### src/rtl/startup_pkg.sv
// Shared encodings and sizing helpers for the startup sequencer.
package startup_pkg;

    typedef enum logic [2:0] {
        ST_HOLD_GSR   = 3'd0,
        ST_HOLD_GTS   = 3'd1,
        ST_WAIT_EOS   = 3'd2,
        ST_CHECK_MCLK = 3'd3,
        ST_READY      = 3'd4,
        ST_FAULT      = 3'd5
    } state_t;

    typedef enum logic [1:0] {
        ERR_NONE        = 2'd0,
        ERR_EOS_TIMEOUT = 2'd1,
        ERR_MCLK_DEAD   = 2'd2,
        ERR_EOS_LOST    = 2'd3
    } err_t;

    // Cycle counter width: enough to hold (largest interval - 1).
    function automatic int unsigned cnt_width(input int unsigned a, input int unsigned b,
                                              input int unsigned c, input int unsigned d);
        int unsigned m;
        m = a;
        if (b > m) m = b;
        if (c > m) m = c;
        if (d > m) m = d;
        return (m < 2) ? 1 : $clog2(m);
    endfunction

endpackage

### src/rtl/sync_2ff.sv
// One-bit two-flop synchroniser for asynchronous inputs, synchronous reset to 0.
module sync_2ff (
    input  logic clock,
    input  logic reset,
    input  logic d,
    output logic q
);

    logic meta;

    always_ff @(posedge clock) begin
        if (reset) begin
            meta <= 1'b0;
            q    <= 1'b0;
        end else begin
            meta <= d;
            q    <= meta;
        end
    end

endmodule

### src/rtl/startup_seq.sv
// Startup sequencer: sequences GSR/GTS, then qualifies EOS and CFGMCLK activity
// before releasing the datapath reset.
module startup_seq
    import startup_pkg::*;
#(
    parameter int unsigned GSR_CYCLES     = 16,
    parameter int unsigned GTS_CYCLES     = 8,
    parameter int unsigned EOS_TIMEOUT    = 1024,
    parameter int unsigned MCLK_WINDOW    = 256,
    parameter int unsigned MCLK_MIN_EDGES = 4
) (
    input  logic       clock,
    input  logic       reset,
    input  logic       restart,
    input  logic       eos_in,
    input  logic       cfgmclk_in,
    output logic       gsr_out,
    output logic       gts_out,
    output logic       user_rst,
    output logic       ready,
    output logic [1:0] err,
    output logic [2:0] state_out
);

    localparam int unsigned CW = cnt_width(GSR_CYCLES, GTS_CYCLES, EOS_TIMEOUT, MCLK_WINDOW);
    localparam int unsigned EW = $clog2(MCLK_MIN_EDGES + 1);

    state_t          state, state_next;
    logic [CW-1:0]   cnt, cnt_next;
    logic [EW-1:0]   edges, edges_next, edges_inc;
    logic            gsr_next, gts_next, user_rst_next, ready_next;
    logic [1:0]      err_next;
    logic            eos_s, mclk_s, mclk_h, mclk_rise;

    sync_2ff u_sync_eos (
        .clock (clock),
        .reset (reset),
        .d     (eos_in),
        .q     (eos_s)
    );

    sync_2ff u_sync_mclk (
        .clock (clock),
        .reset (reset),
        .d     (cfgmclk_in),
        .q     (mclk_s)
    );

    assign mclk_rise = mclk_s & ~mclk_h;
    assign state_out = state;

    // Edge count including a rise seen this cycle, saturating at the threshold.
    always_comb begin
        edges_inc = edges;
        if (mclk_rise && (edges != EW'(MCLK_MIN_EDGES))) begin
            edges_inc = edges + EW'(1);
        end
    end

    // Next-state and next-output logic.
    always_comb begin
        state_next    = state;
        cnt_next      = cnt + CW'(1);
        edges_next    = edges;
        gsr_next      = gsr_out;
        gts_next      = gts_out;
        user_rst_next = user_rst;
        ready_next    = ready;
        err_next      = err;

        case (state)
            ST_HOLD_GSR: begin
                if (cnt == CW'(GSR_CYCLES - 1)) begin
                    state_next = ST_HOLD_GTS;
                    gsr_next   = 1'b0;
                end
            end
            ST_HOLD_GTS: begin
                if (cnt == CW'(GTS_CYCLES - 1)) begin
                    state_next = ST_WAIT_EOS;
                    gts_next   = 1'b0;
                end
            end
            ST_WAIT_EOS: begin
                if (eos_s) begin
                    state_next = ST_CHECK_MCLK;
                end else if (cnt == CW'(EOS_TIMEOUT - 1)) begin
                    state_next = ST_FAULT;
                    err_next   = ERR_EOS_TIMEOUT;
                end
            end
            ST_CHECK_MCLK: begin
                edges_next = edges_inc;
                if (cnt == CW'(MCLK_WINDOW - 1)) begin
                    if (edges_inc >= EW'(MCLK_MIN_EDGES)) begin
                        state_next    = ST_READY;
                        user_rst_next = 1'b0;
                        ready_next    = 1'b1;
                    end else begin
                        state_next = ST_FAULT;
                        err_next   = ERR_MCLK_DEAD;
                    end
                end
            end
            ST_READY: begin
                if (!eos_s) begin
                    state_next = ST_FAULT;
                    err_next   = ERR_EOS_LOST;
                end
            end
            ST_FAULT: begin
            end
            default: begin
                state_next = ST_FAULT;
            end
        endcase

        if (state_next == ST_FAULT) begin
            user_rst_next = 1'b1;
            ready_next    = 1'b0;
            gts_next      = 1'b1;
            gsr_next      = 1'b0;
        end

        if (state_next != state) begin
            cnt_next   = '0;
            edges_next = '0;
        end

        // Restart only from terminal states; behaves like a reset of the sequence.
        if (restart && ((state == ST_READY) || (state == ST_FAULT))) begin
            state_next    = ST_HOLD_GSR;
            cnt_next      = '0;
            edges_next    = '0;
            gsr_next      = 1'b1;
            gts_next      = 1'b1;
            user_rst_next = 1'b1;
            ready_next    = 1'b0;
            err_next      = ERR_NONE;
        end
    end

    always_ff @(posedge clock) begin
        if (reset) begin
            state    <= ST_HOLD_GSR;
            cnt      <= '0;
            edges    <= '0;
            mclk_h   <= 1'b0;
            gsr_out  <= 1'b1;
            gts_out  <= 1'b1;
            user_rst <= 1'b1;
            ready    <= 1'b0;
            err      <= ERR_NONE;
        end else begin
            state    <= state_next;
            cnt      <= cnt_next;
            edges    <= edges_next;
            mclk_h   <= mclk_s;
            gsr_out  <= gsr_next;
            gts_out  <= gts_next;
            user_rst <= user_rst_next;
            ready    <= ready_next;
            err      <= err_next;
        end
    end

endmodule
### config.mk
export PLATFORM = sky130hd
export DESIGN_NAME = startup_seq
export DESIGN_NICKNAME = d
export VERILOG_FILES = /design/src/rtl/startup_pkg.sv /design/src/rtl/sync_2ff.sv /design/src/rtl/startup_seq.sv
export SDC_FILE = /design/constraint.sdc
export NUM_CORES = 1
export LEC_CHECK = 0
export BUFFER_PORTS_ARGS = -buffer_cell sky130_fd_sc_hd__buf_4
export CORE_ASPECT_RATIO = 1.1
export CORE_UTILIZATION = 30
export CTS_CLUSTER_DIAMETER = 50
export DETAILED_ROUTE_END_ITERATION = 10
export PLACE_DENSITY = 0.55
export SETUP_SLACK_MARGIN = 0.2
export SLEW_MARGIN = 20
export SYNTH_ARGS = -nofsm -noshare
export SYNTH_HDL_FRONTEND = slang
export SYNTH_SLANG_ARGS = --single-unit
### constraint.sdc
create_clock -name clock -period 1.9 [get_ports clock]
set_input_delay 0.19 -clock clock [delete_from_list [all_inputs] [get_ports clock]]
set_output_delay 0.19 -clock clock [all_outputs]
set_load 0.01 [all_outputs]
==> results.txt <==
----------------------------------------------------
[Logic synthesis]
  Yosys warns ... 0
  Average footprint of a synthesized cell ... roughly 10 um^2
  Gate Count Post-Synth ... between 100 and 150
  Share of the yosys chip area belonging to registers ... between 30% and 40%
  Count of cell types in the netlist ... 47
  Cell area after synthesis ... approximately 1500 um^2
  Flip-flop and latch count after synthesis ... 27
  Post-Synthesis Net Count ... 154

[GRT]
  Maximum number of pins on one net before global-route repair ... 17
  Global-route wire length before repair ... between 5000 and 6000 um
  Initial antenna violation count ... 0
  Number of global-route vias before repair ... 1249
  Global route total overflow ... 0
  GRT Resource Usage Total ... between 15 and 20%

[Placed design]
  Routability Congestion ... approximately 0.73
  HPWL after detailed placement ... 2330 um
  Number of buffer cells added on primary ports ... 13
  Cell area after placement ... approximately 1700 um^2
  Number of instances in the placed design ... ~220

[Timing]
  Fmax ... 559 MHz
  RSZ-0062 raised after global routing ... true
  Hold violation count in the final report ... 0
  Clock skew after layout ... between 15 and 20 ps
  Worst slew margin ... approximately three quarters
  Share of the cycle needed by the critical path after routing ... 94.1%
  Shortest clock period the worst path allows after layout ... 1790 ps
  Slew @ Worst Pin ... around 360 ps
  Max-slew violation count ... 0
  # setup viols final ... 0

[Floorplanning]
  Area of the placeable core ... 4680 um^2
  Effective utilization at floorplan ... a little under a third
  Ports ... 14
  X dimension of the die ... about 70 um
  Die height ... roughly 75 um
  Die Area ... 5190 um^2
  Placement row count ... 26

[Worst setup path]
  Buffers and inverters on the worst path ... 0
  Endpoint class of the critical path ... register
  Cell at the slowest stage of the critical path ... sky130_fd_sc_hd__or4b_4
  Highest cell delay on the worst timing path ... a little under 600 ps
  Data required time of the worst path ... ~2100 ps
  CP top delay family ... simple AND/OR/NAND/NOR gates
  Type of the worst setup path ... reg2reg
  Length in cells of the worst reg-to-reg path ... 6
  Startpoint Class ... register
  Arrival time of data at the critical path endpoint ... between 1500 and 2000 ps
  Maximum fanout along the worst path ... 7
  Critical path cell sequence ... ha_4 > and4bb_1 > nand2_2 > or4b_4 > o211ai_4 > nor4_2
  Worst path depth ... 6

[Detailed routing]
  Avg Vias per Cell ... a little over 5
  Routed WL per cell ... 15.2 um
  Number of vias after detailed routing ... between 1000 and 1500
  Antenna-violating nets left ... 0
  Number of DRC violations after detailed routing ... 0
  Initial DRT Pass Iterations ... 4
  Final wirelength ... around 3500 um
  Number of violations reported at the end of detailed-routing iteration 0 ... 36

[Power and ir drop]
  Switching power ... between 0.0002 and 0.00025 W
  Portion of total power attributed to combinational logic ... between 6 and 7%
  Cell internal power dissipation ... ~0.00076 W
  Total chip power ... 0.000986 W
  Net Sw Frac ... 23.4%
  Reported leakage power ... between 0.7 and 0.8 nW
  Part of the total power dissipated in sequential elements ... 59.0%
  Ratio of total power to cell area ... 508 nW/um^2
  Peak VDD IR ... approximately 380 uV
  Clk pwr share ... 34.7%

[Clock network]
  Register clock-pin slew on the reported worst setup and hold paths ... 110 ps
  Later-pin clock latency in the skew report ... between 200 and 300 ps
  Root buf cell ... sky130_fd_sc_hd__clkbuf_8
  Clock tree from TritonCTS ... done
  Max H-tree Level ... 1
  Clock Path Buffers ... 2
  Cts bufs inserted ... 3
  Clock sink total ... 27

[Cells and area]
  Final cell utilization of the core ... about two fifths
  Cell area after layout ... 1940 um^2
  Finished Layout Cells ... 233
  Fraction of layout instances using a drive strength above 1 ... 48.6%
  Synth-to-Final Area Change ... 31.9%
  Diode count ... 0
  Final nets ... 186

[Outcome]
  Result of the run ... complete, no violations

[Hold path]
  Class of the worst hold path ... in2reg
  Hold Path Cell Cnt ... 2

[Job]
  Count of max-cap constraint violations ... 0

----------------------------------------------------
-- per-layer routing --
metal  GRT usage, %  part of all wire, %
met5              0                    0
met1           18.3                   43
met4           3.85                 0.51
met2           27.1                   52
met3           3.59                  4.0
-- layout by cell type (no fill, tap or decap), drive strengths merged, types with 2 or more instances in the layout --
master	n
nand3	3
clkbuf	3
nand2	10
a31oi	3
buf	33
or3	2
nand3b	3
xor2	3
ha	3
nand2b	2
nor2	10
inv	7
nor3	3
a21o	2
o21ai	4
dfxtp	27
a21oi	8
o21a	3
o211ai	2
nor4	14
xnor2	6
nor2b	7
mux2i	3
-- path summary, 6_finish.rpt --
check	start	end	slack, ps
max reg2reg	cnt[0]$_SDFF_PP0_	cnt[1]$_SDFF_PP0_	110
max	cnt[0]$_SDFF_PP0_	cnt[1]$_SDFF_PP0_	110
min	eos_in	u_sync_eos.meta$_SDFF_PP0_	110
min reg2reg	u_sync_mclk.meta$_SDFF_PP0_	u_sync_mclk.q$_SDFF_PP0_	450
-- synthesized netlist by cell type (all sizes together) --
library cell,number,area share [%]
a2111oi,1,1.9
a211o,1,0.60
a21o,2,1.0
a21oi,8,3.0
a31oi,3,2.7
a41oi,1,1.1
and3,1,0.43
and3b,1,0.60
and4,1,0.68
and4bb,1,0.85
buf,5,3.0
clkbuf,2,0.77
dfxtp,27,37
ha,3,2.6
inv,7,1.8
mux2i,3,2.0
nand2,10,2.6
nand2b,2,0.85
nand3,3,1.0
nand3b,3,1.5
nand4,1,1.4
nand4b,1,0.60
nand4bb,1,0.77
nor2,10,2.7
nor2b,7,3.0
nor3,3,1.0
nor4,14,10
o211ai,1,0.85
o21a,3,1.5
o21ai,4,1.4
o221ai,1,0.60
o31ai,1,1.4
o41ai,1,0.60
or3,2,1.2
or3b,1,0.77
or4b,1,0.94
xnor2,6,3.6
xor2,3,1.8
-- state kept, by name (all words and copies together) (netlist names) --
register          cells
u_sync_eos.q          1
err                   2
edges                 3
ready                 1
cnt                  10
mclk_h                1
gts_out               1
user_rst              1
u_sync_mclk.meta      1
gsr_out               1
state_out             3
u_sync_eos.meta       1
u_sync_mclk.q         1
-- per-stage QoR --
step                      hold slack, ps  TNS (ps)  setup slack, ps
final                                112         0              113
after detailed placement             414     -13.5            -5.67
after global routing                 117         0             34.6
after floorplan                      262         0              127
after global placement               405         0             34.1
after CTS                            118         0             88.0
-- layout make-up --
| cell class | count | area (um^2) |
|---|---|---|
| clock buffers | 3 | 41.3 |
| clock inverters | 1 | 7.51 |
| flip-flops and latches | 27 | 561 |
| fillers | 477 | 2740 |
| inverters | 7 | 26.3 |
| repair buffers | 33 | 272 |
| multi-input cells | 106 | 963 |
| well taps | 56 | 70.1 |
-- cells by family (layout without fill, tap and decap cells) --
group / count (synthesis) / after routing / synth area share [%]
simple gates: 63 / 63 / 31.1
compound gates: 27 / 28 / 16.7
flops: 27 / 27 / 36.7
buf+inv: 14 / 44 / 5.53
xor+xnor: 9 / 9 / 5.36
fa+ha+maj: 3 / 3 / 2.55
mux: 3 / 3 / 2.04
-- power groups by stage --
stage	clock network (W)	logic, W	registers (W)
after floorplan	0	0.0000318	0.000597
after global placement	0	0.0000468	0.000599
after detailed placement	0	0.0000484	0.000599
after CTS	0.000350	0.0000583	0.000584
after global routing	0.000377	0.0000665	0.000584
final	0.000343	0.0000614	0.000582
-- repair_timing --
item	in CTS	in global routing
setup endpoints to repair	18	20
pin swaps	18	10
hold buffers	0	0
resized for setup	15	12
gates cloned	1	0
setup buffers	7	2
No activity file was read; power rests on OpenSTA's default activity.
